$ cat config.mk
export PLATFORM = sky130hd
export DESIGN_NAME = wb_select_unit
export DESIGN_NICKNAME = d
export VERILOG_FILES = /design/src/rtl/wb_select_unit_pkg.sv /design/src/rtl/wb_select_unit_load_extend.sv /design/src/rtl/wb_select_unit.sv
export SDC_FILE = /design/constraint.sdc
export NUM_CORES = 1
export LEC_CHECK = 0
export BUFFER_PORTS_ARGS = -buffer_cell sky130_fd_sc_hd__buf_2
export CORE_MARGIN = 10
export CORE_UTILIZATION = 42
export CTS_CLUSTER_DIAMETER = 100
export DETAILED_ROUTE_END_ITERATION = 16
export PLACE_DENSITY = 0.82
export SLEW_MARGIN = 20
export SYNTH_ARGS = -nofsm -noshare
export SYNTH_HDL_FRONTEND = slang
export SYNTH_SLANG_ARGS = --single-unit
$ cat constraint.sdc
create_clock -name clk -period 1.7 [get_ports clk]
set_input_delay 0.085 -clock clk [delete_from_list [all_inputs] [get_ports clk]]
set_output_delay 0.085 -clock clk [all_outputs]
set_load 0.02 [all_outputs]
$ cat src/rtl/wb_select_unit_pkg.sv
`default_nettype none
// ============================================================================
// Module   : wb_pkg
// Purpose  : Shared definitions for the write-back select unit: RISC-V
//            opcodes, load funct3 encodings, write-back source and FSM state
//            enums, and the opcode-to-source decode helper.
// Revision : 1.0 - initial release
// ============================================================================
package wb_pkg;

    localparam logic [6:0] OPC_AUIPC = 7'b0010111;
    localparam logic [6:0] OPC_OPIMM = 7'b0010011;
    localparam logic [6:0] OPC_OP    = 7'b0110011;
    localparam logic [6:0] OPC_LUI   = 7'b0110111;
    localparam logic [6:0] OPC_JAL   = 7'b1101111;
    localparam logic [6:0] OPC_JALR  = 7'b1100111;
    localparam logic [6:0] OPC_LOAD  = 7'b0000011;

    localparam logic [2:0] F3_LB  = 3'b000;
    localparam logic [2:0] F3_LH  = 3'b001;
    localparam logic [2:0] F3_LW  = 3'b010;
    localparam logic [2:0] F3_LBU = 3'b100;
    localparam logic [2:0] F3_LHU = 3'b101;

    typedef enum logic [1:0] {
        SRC_MEM = 2'b00,
        SRC_PC4 = 2'b01,
        SRC_ALU = 2'b10,
        SRC_IMM = 2'b11
    } wb_src_e;

    // The no-write flag is kept apart from the source so that the four
    // sources fully occupy the 2-bit encoding.
    typedef struct packed {
        wb_src_e src;
        logic    nowrite;
    } wb_dec_t;

    typedef enum logic [1:0] {
        IDLE     = 2'b00,
        WAIT_MEM = 2'b01,
        WRITE    = 2'b10
    } wb_state_e;

    function automatic wb_dec_t decode_src(input logic [6:0] opc);
        wb_dec_t d;
        d.src     = SRC_ALU;
        d.nowrite = 1'b0;
        case (opc)
            OPC_AUIPC, OPC_OPIMM, OPC_OP: d.src = SRC_ALU;
            OPC_LUI:                      d.src = SRC_IMM;
            OPC_JAL, OPC_JALR:            d.src = SRC_PC4;
            OPC_LOAD:                     d.src = SRC_MEM;
            // Unknown opcodes must never be mistaken for a load, so the
            // source stays non-MEM and only the no-write flag is raised.
            default:                      d.nowrite = 1'b1;
        endcase
        return d;
    endfunction

endpackage : wb_pkg
`default_nettype wire

$ cat src/rtl/wb_select_unit_load_extend.sv
`default_nettype none
// ============================================================================
// Module   : load_extend
// Purpose  : Combinational lane select and sign/zero extension of an aligned
//            load word.
// Ports    : i rdata    - aligned load word
//            i funct3   - load size/sign
//            i addr_lo  - load address bits [1:0]
//            o data     - extended result
//            o illegal  - funct3 is not a supported load
//            o misaligned - half/word access not naturally aligned
// Revision : 1.0 - initial release
// ============================================================================
module load_extend
    import wb_pkg::*;
#(
    parameter int XLEN = 32
) (
    input  logic [XLEN-1:0] rdata,
    input  logic [2:0]      funct3,
    input  logic [1:0]      addr_lo,
    output logic [XLEN-1:0] data,
    output logic            illegal,
    output logic            misaligned
);

    logic [7:0]  w_byte;
    logic [15:0] w_half;

    always_comb begin
        w_byte = rdata[7:0];
        case (addr_lo)
            2'd0:    w_byte = rdata[7:0];
            2'd1:    w_byte = rdata[15:8];
            2'd2:    w_byte = rdata[23:16];
            default: w_byte = rdata[31:24];
        endcase
    end

    // Half lane comes from addr_lo[1] only; addr_lo[0] is reported through
    // misaligned and otherwise ignored.
    assign w_half = addr_lo[1] ? rdata[31:16] : rdata[15:0];

    always_comb begin
        data       = '0;
        illegal    = 1'b0;
        misaligned = 1'b0;
        case (funct3)
            F3_LB:  data = {{(XLEN-8){w_byte[7]}}, w_byte};
            F3_LBU: data = {{(XLEN-8){1'b0}}, w_byte};
            F3_LH: begin
                data       = {{(XLEN-16){w_half[15]}}, w_half};
                misaligned = addr_lo[0];
            end
            F3_LHU: begin
                data       = {{(XLEN-16){1'b0}}, w_half};
                misaligned = addr_lo[0];
            end
            F3_LW: begin
                data       = rdata;
                misaligned = (addr_lo != 2'd0);
            end
            default: illegal = 1'b1;
        endcase
    end

endmodule : load_extend
`default_nettype wire

$ cat src/rtl/wb_select_unit.sv
`default_nettype none
// ============================================================================
// Module   : wb_select_unit
// Purpose  : Registered, handshaked write-back stage. Accepts one retiring
//            instruction per handshake, selects PC+4 / ALU / IMM / load data,
//            waits for the memory response on loads, and drives the
//            register-file write port plus a one-cycle commit pulse.
// Ports    : clk, rst_n (sync, active-low)
//            in_*       - instruction offer (valid/ready handshake)
//            mem_rvalid, mem_rdata - load response
//            rf_we, rf_waddr, rf_wdata - register-file write port
//            commit     - one pulse per retired instruction
//            busy       - load outstanding
//            wb_err     - misaligned-load pulse
// Config   : WB_MISALIGN_CHECK_EN - when defined, misaligned lh/lhu/lw loads
//            suppress the write and pulse wb_err; otherwise wb_err is 0.
// Revision : 1.0 - initial release
// ============================================================================
module wb_select_unit
    import wb_pkg::*;
#(
    parameter int XLEN   = 32,
    parameter int REG_AW = 5
) (
    input  logic              clk,
    input  logic              rst_n,
    input  logic              in_valid,
    output logic              in_ready,
    input  logic [6:0]        in_opcode,
    input  logic [2:0]        in_funct3,
    input  logic [REG_AW-1:0] in_rd,
    input  logic [XLEN-1:0]   in_pc,
    input  logic [XLEN-1:0]   in_alu,
    input  logic [XLEN-1:0]   in_imm,
    input  logic [1:0]        in_addr_lo,
    input  logic              mem_rvalid,
    input  logic [XLEN-1:0]   mem_rdata,
    output logic              rf_we,
    output logic [REG_AW-1:0] rf_waddr,
    output logic [XLEN-1:0]   rf_wdata,
    output logic              commit,
    output logic              busy,
    output logic              wb_err
);

    wb_state_e         r_state;
    logic [REG_AW-1:0] r_rd;
    logic [2:0]        r_funct3;
    logic [1:0]        r_addr_lo;
    logic              r_rf_we;
    logic [REG_AW-1:0] r_rf_waddr;
    logic [XLEN-1:0]   r_rf_wdata;
    logic              r_commit;
    logic              r_wb_err;

    wb_dec_t           w_dec;
    logic [XLEN-1:0]   w_result;
    logic [XLEN-1:0]   w_ld_data;
    logic              w_ld_illegal;
    logic              w_ld_misaligned;
    logic              w_ld_fault;

    assign w_dec = decode_src(in_opcode);

    always_comb begin
        w_result = in_alu;
        case (w_dec.src)
            SRC_PC4: w_result = in_pc + XLEN'(4);
            SRC_IMM: w_result = in_imm;
            default: w_result = in_alu;
        endcase
    end

    // Extension works from the fields latched at accept time, so the
    // upstream stage is free to move on while the load is outstanding.
    load_extend #(
        .XLEN (XLEN)
    ) u_load_extend (
        .rdata      (mem_rdata),
        .funct3     (r_funct3),
        .addr_lo    (r_addr_lo),
        .data       (w_ld_data),
        .illegal    (w_ld_illegal),
        .misaligned (w_ld_misaligned)
    );

`ifdef WB_MISALIGN_CHECK_EN
    assign w_ld_fault = w_ld_misaligned;
`else
    logic w_unused;
    assign w_ld_fault = 1'b0;
    assign w_unused   = w_ld_misaligned;
`endif

    always_ff @(posedge clk) begin
        if (!rst_n) begin
            r_state    <= IDLE;
            r_rd       <= '0;
            r_funct3   <= '0;
            r_addr_lo  <= '0;
            r_rf_we    <= 1'b0;
            r_rf_waddr <= '0;
            r_rf_wdata <= '0;
            r_commit   <= 1'b0;
            r_wb_err   <= 1'b0;
        end else begin
            r_rf_we  <= 1'b0;
            r_commit <= 1'b0;
            r_wb_err <= 1'b0;
            case (r_state)
                // WRITE accepts a new instruction in the same cycle it
                // retires the previous one, giving one retire per cycle.
                IDLE, WRITE: begin
                    if (in_valid) begin
                        if (w_dec.src == SRC_MEM) begin
                            r_rd      <= in_rd;
                            r_funct3  <= in_funct3;
                            r_addr_lo <= in_addr_lo;
                            r_state   <= WAIT_MEM;
                        end else begin
                            r_commit <= 1'b1;
                            r_state  <= WRITE;
                            // Write port fields only move on a real write.
                            if (!w_dec.nowrite && (in_rd != '0)) begin
                                r_rf_we    <= 1'b1;
                                r_rf_waddr <= in_rd;
                                r_rf_wdata <= w_result;
                            end
                        end
                    end else begin
                        r_state <= IDLE;
                    end
                end
                WAIT_MEM: begin
                    if (mem_rvalid) begin
                        r_commit <= 1'b1;
                        r_wb_err <= w_ld_fault;
                        r_state  <= WRITE;
                        if (!w_ld_illegal && !w_ld_fault && (r_rd != '0)) begin
                            r_rf_we    <= 1'b1;
                            r_rf_waddr <= r_rd;
                            r_rf_wdata <= w_ld_data;
                        end
                    end
                end
                default: r_state <= IDLE;
            endcase
        end
    end

    assign in_ready = (r_state == IDLE) || (r_state == WRITE);
    assign busy     = (r_state == WAIT_MEM);
    assign rf_we    = r_rf_we;
    assign rf_waddr = r_rf_waddr;
    assign rf_wdata = r_rf_wdata;
    assign commit   = r_commit;
    assign wb_err   = r_wb_err;

endmodule : wb_select_unit
`default_nettype wire

# Word-level counts from Yosys, hierarchy flattened
# Index checks and enable logic that the tools add are counted.
dict set report op_classes {
  mux 31
  addsub 1
  reduce_logical 16
  n_eq_ne 22
}
# op n
set ops {}
lappend ops {{32-bit two-way mux} 5}
lappend ops {{32-bit one-hot mux with 5 select lines} 1}
lappend ops {{32-bit one-hot mux with 2 select lines} 2}
lappend ops {{32-bit by 3-bit adder with 32-bit output (second input constant)} 1}
lappend ops {{5-bit two-way mux} 5}
lappend ops {{8-bit one-hot mux with 3 select lines} 1}
lappend ops {{16-bit two-way mux} 1}
lappend ops {{7-bit by 5-bit == test with 1-bit output (second input constant)} 2}
lappend ops {{7-bit by 6-bit == test with 1-bit output (second input constant)} 2}
lappend ops {{7-bit == test (second input constant)} 2}
lappend ops {{5-bit one-hot mux with 2 select lines} 1}
lappend ops {{5-bit nonzero test} 2}
lappend ops {{1-bit two-way mux} 8}
lappend ops {{2-bit != test (second input constant)} 4}
lappend ops {{7-bit by 2-bit == test with 1-bit output (second input constant)} 1}
lappend ops {{7-bit OR reduction} 1}
lappend ops {{2-bit by 1-bit == test with 1-bit output (second input constant)} 3}
lappend ops {{2-bit == test (second input constant)} 3}
lappend ops {{3-bit == test (second input constant)} 2}
lappend ops {{2-bit zero test} 3}
lappend ops {{2-bit two-way mux} 3}
lappend ops {{2-bit one-hot mux with 3 select lines} 1}
lappend ops {{6-bit AND reduction} 1}
lappend ops {{5-bit OR reduction} 1}
lappend ops {{11 further kinds} 14}
dict set report totals {
  regBits 51
  out_inout_bits 42
  inputBits 149
}

# Depth between registers and ports, before layout
dict set report logic_depth {
  ltp_word 9
  mapped_depth 9
  mapped_depth_nobuf 7
}

# Modules after synthesis
# A second synthesis with hierarchy kept.
dict set report hier_totals {
  cells_unflattened 542
  area_unflattened_um2 4270.3
}
# mod cells_per_inst instances seq_area_each_um2 area_per_inst_um2
set modules_own_cells {}
lappend modules_own_cells {wb_select_unit 444 1 1021.0 3579.7}
lappend modules_own_cells {load_extend 98 1 0.0 690.7}

# Least setup slack after synthesis
# OpenSTA, ideal clock, no wires.
dict set report synth_timing {
  path_type {register to register}
  startpoint {reg r_addr_lo[1]}
  endpoint {reg r_rf_wdata[4], in the netlist rf_wdata[4]}
  arrival_ps 1626
  path_slack_ps -42
  synth_period_minus_slack_ps 1742
  path_stages_with_launch 6
  setup_time_ps 116
  path_cell_list {dfxtp_1 > buf_2 > mux4_2 > a221oi_1 > nor3_1 > a31o_1}
}
dict set report synth_via {
  elab_chain_len 6
  word_cells_on_any_way 9
  cone_classes {eq/ne: 2; mux: 6; reduce/logical: 1}
}
# item line
set synth_lines {}
lappend synth_lines {{from (decl)} wb_select_unit.sv:49} ;# logic [1:0] r_addr_lo;
lappend synth_lines {{from (signal assigned)} wb_select_unit.sv:118} ;# r_addr_lo <= in_addr_lo;
lappend synth_lines {{2-bit == test (tied with other cells)} wb_select_unit_load_extend.sv:32} ;# case (addr_lo)
lappend synth_lines {{8-bit one-hot mux with 3 select lines} wb_select_unit_load_extend.sv:32}
lappend synth_lines {{32-bit one-hot mux with 5 select lines *} wb_select_unit_load_extend.sv:48} ;# case (funct3)
lappend synth_lines {{32-bit two-way mux *} wb_select_unit.sv:139} ;# if (!w_ld_illegal && !w_ld_fault && (r_rd != '0)) begin
lappend synth_lines {{32-bit two-way mux *} wb_select_unit.sv:135} ;# if (mem_rvalid) begin
lappend synth_lines {{32-bit one-hot mux with 2 select lines *} wb_select_unit.sv:110} ;# case (r_state)
lappend synth_lines {{to (signal assigned)} wb_select_unit.sv:127} ;# r_rf_wdata <= w_result;
lappend synth_lines {{to (signal assigned)} wb_select_unit.sv:142} ;# r_rf_wdata <= w_ld_data;
lappend synth_lines {{to (decl)} wb_select_unit.sv:52} ;# logic [XLEN-1:0] r_rf_wdata;
# Every way passes the cells marked *; elsewhere a longest branch is shown, timed or not. The select of a mux whose other input is x is not followed.
# A chain may end at the register's enable or synchronous reset.

# Final worst setup path
dict set report layout_timing {
  startpoint {reg r_addr_lo[1]}
  endpoint {reg r_rf_wdata[2], in the netlist rf_wdata[2]}
}
# The elaborated chain is that of the path after synthesis.

==> impl_metrics.json <==
{
  "status": "finished, violations left",
  "violations": "negative setup slack",
  "ys_types": 66,
  "antenna_found_initial": 0,
  "period_minus_slack_ns": 1.73,
  "clk-insertion-delay-late_ns": 0.31,
  "first_global_vias": 4940,
  "ys_async_sr_fraction_pct": 0,
  "timing.rr.end": "rf_wdata[2]$_SDFFE_PN0P_",
  "final_cell_mix": "buf_2 (189), buf_4 (63), dfxtp_1 (48)",
  "synth_nets": 631,
  "ys.flop_type": "dfxtp_1",
  "synth_fa_ha_area_share_pct": 0.325,
  "num_vias": 4939,
  "clock_sinks": 51,
  "post-cts-setup-buffer-count": 0,
  "hold_viol_final": 0,
  "synth-simple-area-share_pct": 22.9,
  "drcViolationCount": 0,
  "yosys_warnings": 0,
  "critPathTopFamily": "compound AO/OA/AOI/OAI gates",
  "crit_path_end_kind": "register",
  "grt_usage_pct": 24.5,
  "cts_root_buffer": "clkbuf_8",
  "nNetsFinal": 858,
  "synth.avg_cell_area_um2": 8.00,
  "final_common_cell": "buf_2",
  "post-route-period-util_pct": 102,
  "ios": 191,
  "arrival_ns": 1.95,
  "critPathLaunchType": "register",
  "relSlewSlack_pct": 56.8,
  "crit_chain": "buf_8 -> mux4_2 -> a221oi_2 -> a211oi_2 -> a31o_1",
  "core_um2": 8810,
  "hold_slack_ns": 0.0513,
  "slew_viol_final": 0,
  "synthXorXnorAreaFrac_pct": 5.69,
  "synth_top_family_by_area": "compound AO/OA/AOI/OAI gates",
  "pwr_density_cell_nw_per_um2": 461,
  "ff2ff_path_depth": 5,
  "criticalPathCategory": "register to register",
  "synth_compound_area_share_pct": 30.7,
  "setup_ws_ns": -0.0320,
  "port_buffers": 189,
  "cts_buffers": 5,
  "required_ns": 1.92,
  "die_x_um": 116,
  "ctsHoldBuffers": 0,
  "r2r-start": "r_addr_lo[1]$_SDFFE_PN0P_",
  "wl_per_cell_um": 21.5,
  "setup_viol": 8,
  "routed_via_density": 6.04,
  "dr.pass1.iters": 8,
  "cts_tree": "built",
  "cp.depth": 5,
  "syn2layout_area_growth_pct": 47.6,
  "ys_seq_area_share_pct": 26.5,
  "fmax_ghz": 0.577,
  "setup.worst_path.end": "rf_wdata[2]$_SDFFE_PN0P_",
  "crit_buf_inv": 1,
  "wl_um": 17600,
  "synthMuxAreaShare_pct": 8.07,
  "synthCells": 481,
  "worst_slew_pin_slew_ns": 0.649,
  "dp_hpwl_um": 14300,
  "row_count": 34,
  "power_mw": 2.61,
  "grt_pass1_wl_um": 26400,
  "first_iter_violations": 486,
  "place_congestion": 0.953,
  "grt_max_degree": 28,
  "p_leak_nw": 2.68,
  "hp-class": "input pin to register",
  "cts_max_level": 2,
  "gr-total-overflow": 0,
  "rsz0062_at_grt": "yes",
  "r2r_slack_ns": -0.03,
  "crit_path_start": "r_addr_lo[1]$_SDFFE_PN0P_",
  "syn_area_um2": 3850,
  "die_h_um": 116,
  "antenna_left": 0,
  "fin_util_pct": 64.5,
  "synth_edf_count": 0,
  "critPathSlowestCell": "mux4_2",
  "dp_slack_ns": -0.320,
  "peakVddDrop_uv": 348,
  "initial_utilization_pct": 43.7,
  "die_area_um2": 13400,
  "drive_above_1_share_pct": 48.0,
  "synth_seq_cells": 51,
  "clk_pin_slew_ns": 0.10,
  "crit_fanout": 6,
  "cap_violations": 0,
  "cts_buffer_depth": 2,
  "clock_skew_ns": 0.0139,
  "slowest_delay_ns": 0.51
}
==> repair_timing <==
item | CTS | global route
gates cloned | 0 | 0
setup endpoints to repair | 28 | 32
pin swaps | 0 | 24
gates resized for setup | 18 | 44
==> layout make-up <==
cell class / instances / area [um^2]
Sequential cell: 51 / 1030
Clock inverter: 1 / 8.76
Clock buffer: 7 / 86.3
Antenna cell: 1 / 2.50
Fill cell: 765 / 3130
Inverter: 11 / 41.3
Timing Repair Buffer: 259 / 1500
Tap cell: 108 / 135
Multi-Input combinational cell: 380 / 2870
==> power by group <==
| group | switching (mW) | leakage [nW] | internal [mW] | total (mW) |
|---|---|---|---|---|
| combinational | 0.337 | 2.21 | 0.300 | 0.637 |
| clock | 0.422 | 0.0484 | 0.335 | 0.757 |
| sequential | 0.0110 | 0.414 | 1.21 | 1.22 |
==> stage by stage <==
step,instance area (um^2),setup TNS (ns),instances
6_report,5680,-0.138,818
2_1_floorplan,3860,0,481
4_1_cts,5470,-0.198,817
3_3_place_gp,5290,-1.09,809
5_1_grt,5670,-1.65,817
3_5_place_dp,5290,-2.28,809
==> worst min path at each step <==
| stage | slack, ns | cells past startpoint | end | start |
|---|---|---|---|---|
| 5_1_grt | 0.05 | 3 | r_funct3[1]$_SDFFE_PN0P_ | in_funct3[1] |
| 6_report | 0.05 | 3 | r_funct3[1]$_SDFFE_PN0P_ | in_funct3[1] |
| 3_3_place_gp | 0.35 | 3 | r_addr_lo[0]$_SDFFE_PN0P_ | in_addr_lo[0] |
| 4_1_cts | 0.05 | 3 | r_funct3[2]$_SDFFE_PN0P_ | in_funct3[2] |
| 3_5_place_dp | 0.36 | 3 | r_addr_lo[0]$_SDFFE_PN0P_ | in_addr_lo[0] |
| 2_1_floorplan | 0.25 | 2 | r_addr_lo[0]$_SDFFE_PN0P_ | in_addr_lo[0] |
==> logic make-up after synthesis <==
logic type | after synthesis
AOI/OAI and AO/OA | 170
and+or+nand+nor | 161
DFF | 51
buffers and inverters | 50
xor gates and xnor gates | 25
muxes | 22
adders and majority gates | 1
other | 1
==> worst min-delay path, cell delays in order <==
cell and delay [ns]:
buf_2 0.08, mux2i_1 0.06, nor2b_1 0.10
==> Yosys cell counts (3+ instances only) <==
library cell / instances / area [um^2]
nor3_1: 17 / 85.1
o21ai_1: 7 / 35.0
nor4_1: 4 / 25.0
mux4_2: 7 / 158
or2_2: 5 / 31.3
nor2b_1: 12 / 75.1
o211ai_1: 3 / 22.5
a222oi_1: 8 / 80.1
xnor2_1: 9 / 78.8
o22ai_1: 4 / 25.0
a22oi_1: 14 / 105
a32oi_1: 3 / 26.3
nand3_1: 19 / 95.1
o21ai_0: 24 / 120
and2_1: 3 / 18.8
a31oi_1: 3 / 18.8
clkbuf_1: 23 / 86.3
and3_1: 4 / 25.0
o221a_1: 3 / 33.8
a221oi_1: 15 / 131
nand2_1: 41 / 154
o211a_1: 8 / 80.1
nor2_1: 26 / 97.6
nand2b_1: 4 / 25.0
a31o_1: 5 / 43.8
a21oi_1: 52 / 260
or2_1: 5 / 31.3
mux2i_1: 13 / 130
nor3_2: 3 / 30.0
dfxtp_1: 51 / 1020
a221o_1: 5 / 50.1
inv_1: 9 / 33.8
buf_2: 12 / 60.1
or3_1: 5 / 31.3
xor2_1: 16 / 140
==> registers in the layout (all words and copies together), names as in the netlist <==
| signal | flops |
|---|---|
| r_funct3 | 3 |
| rf_waddr | 5 |
| r_addr_lo | 2 |
| commit | 1 |
| r_rd | 5 |
| r_state | 2 |
| rf_wdata | 32 |
| rf_we | 1 |
==> metal layers <==
metal  vias to the layer above  part of all wire, %  track usage (%)
li1                       2273                    -                -
met1                      2322                   40             30.8
met2                       311                   47             40.2
met3                        33                  9.8             5.74
met4                         0                  2.4             8.17
met5                         -                    0                0
Note: power is estimated with default switching activity, not from simulation.
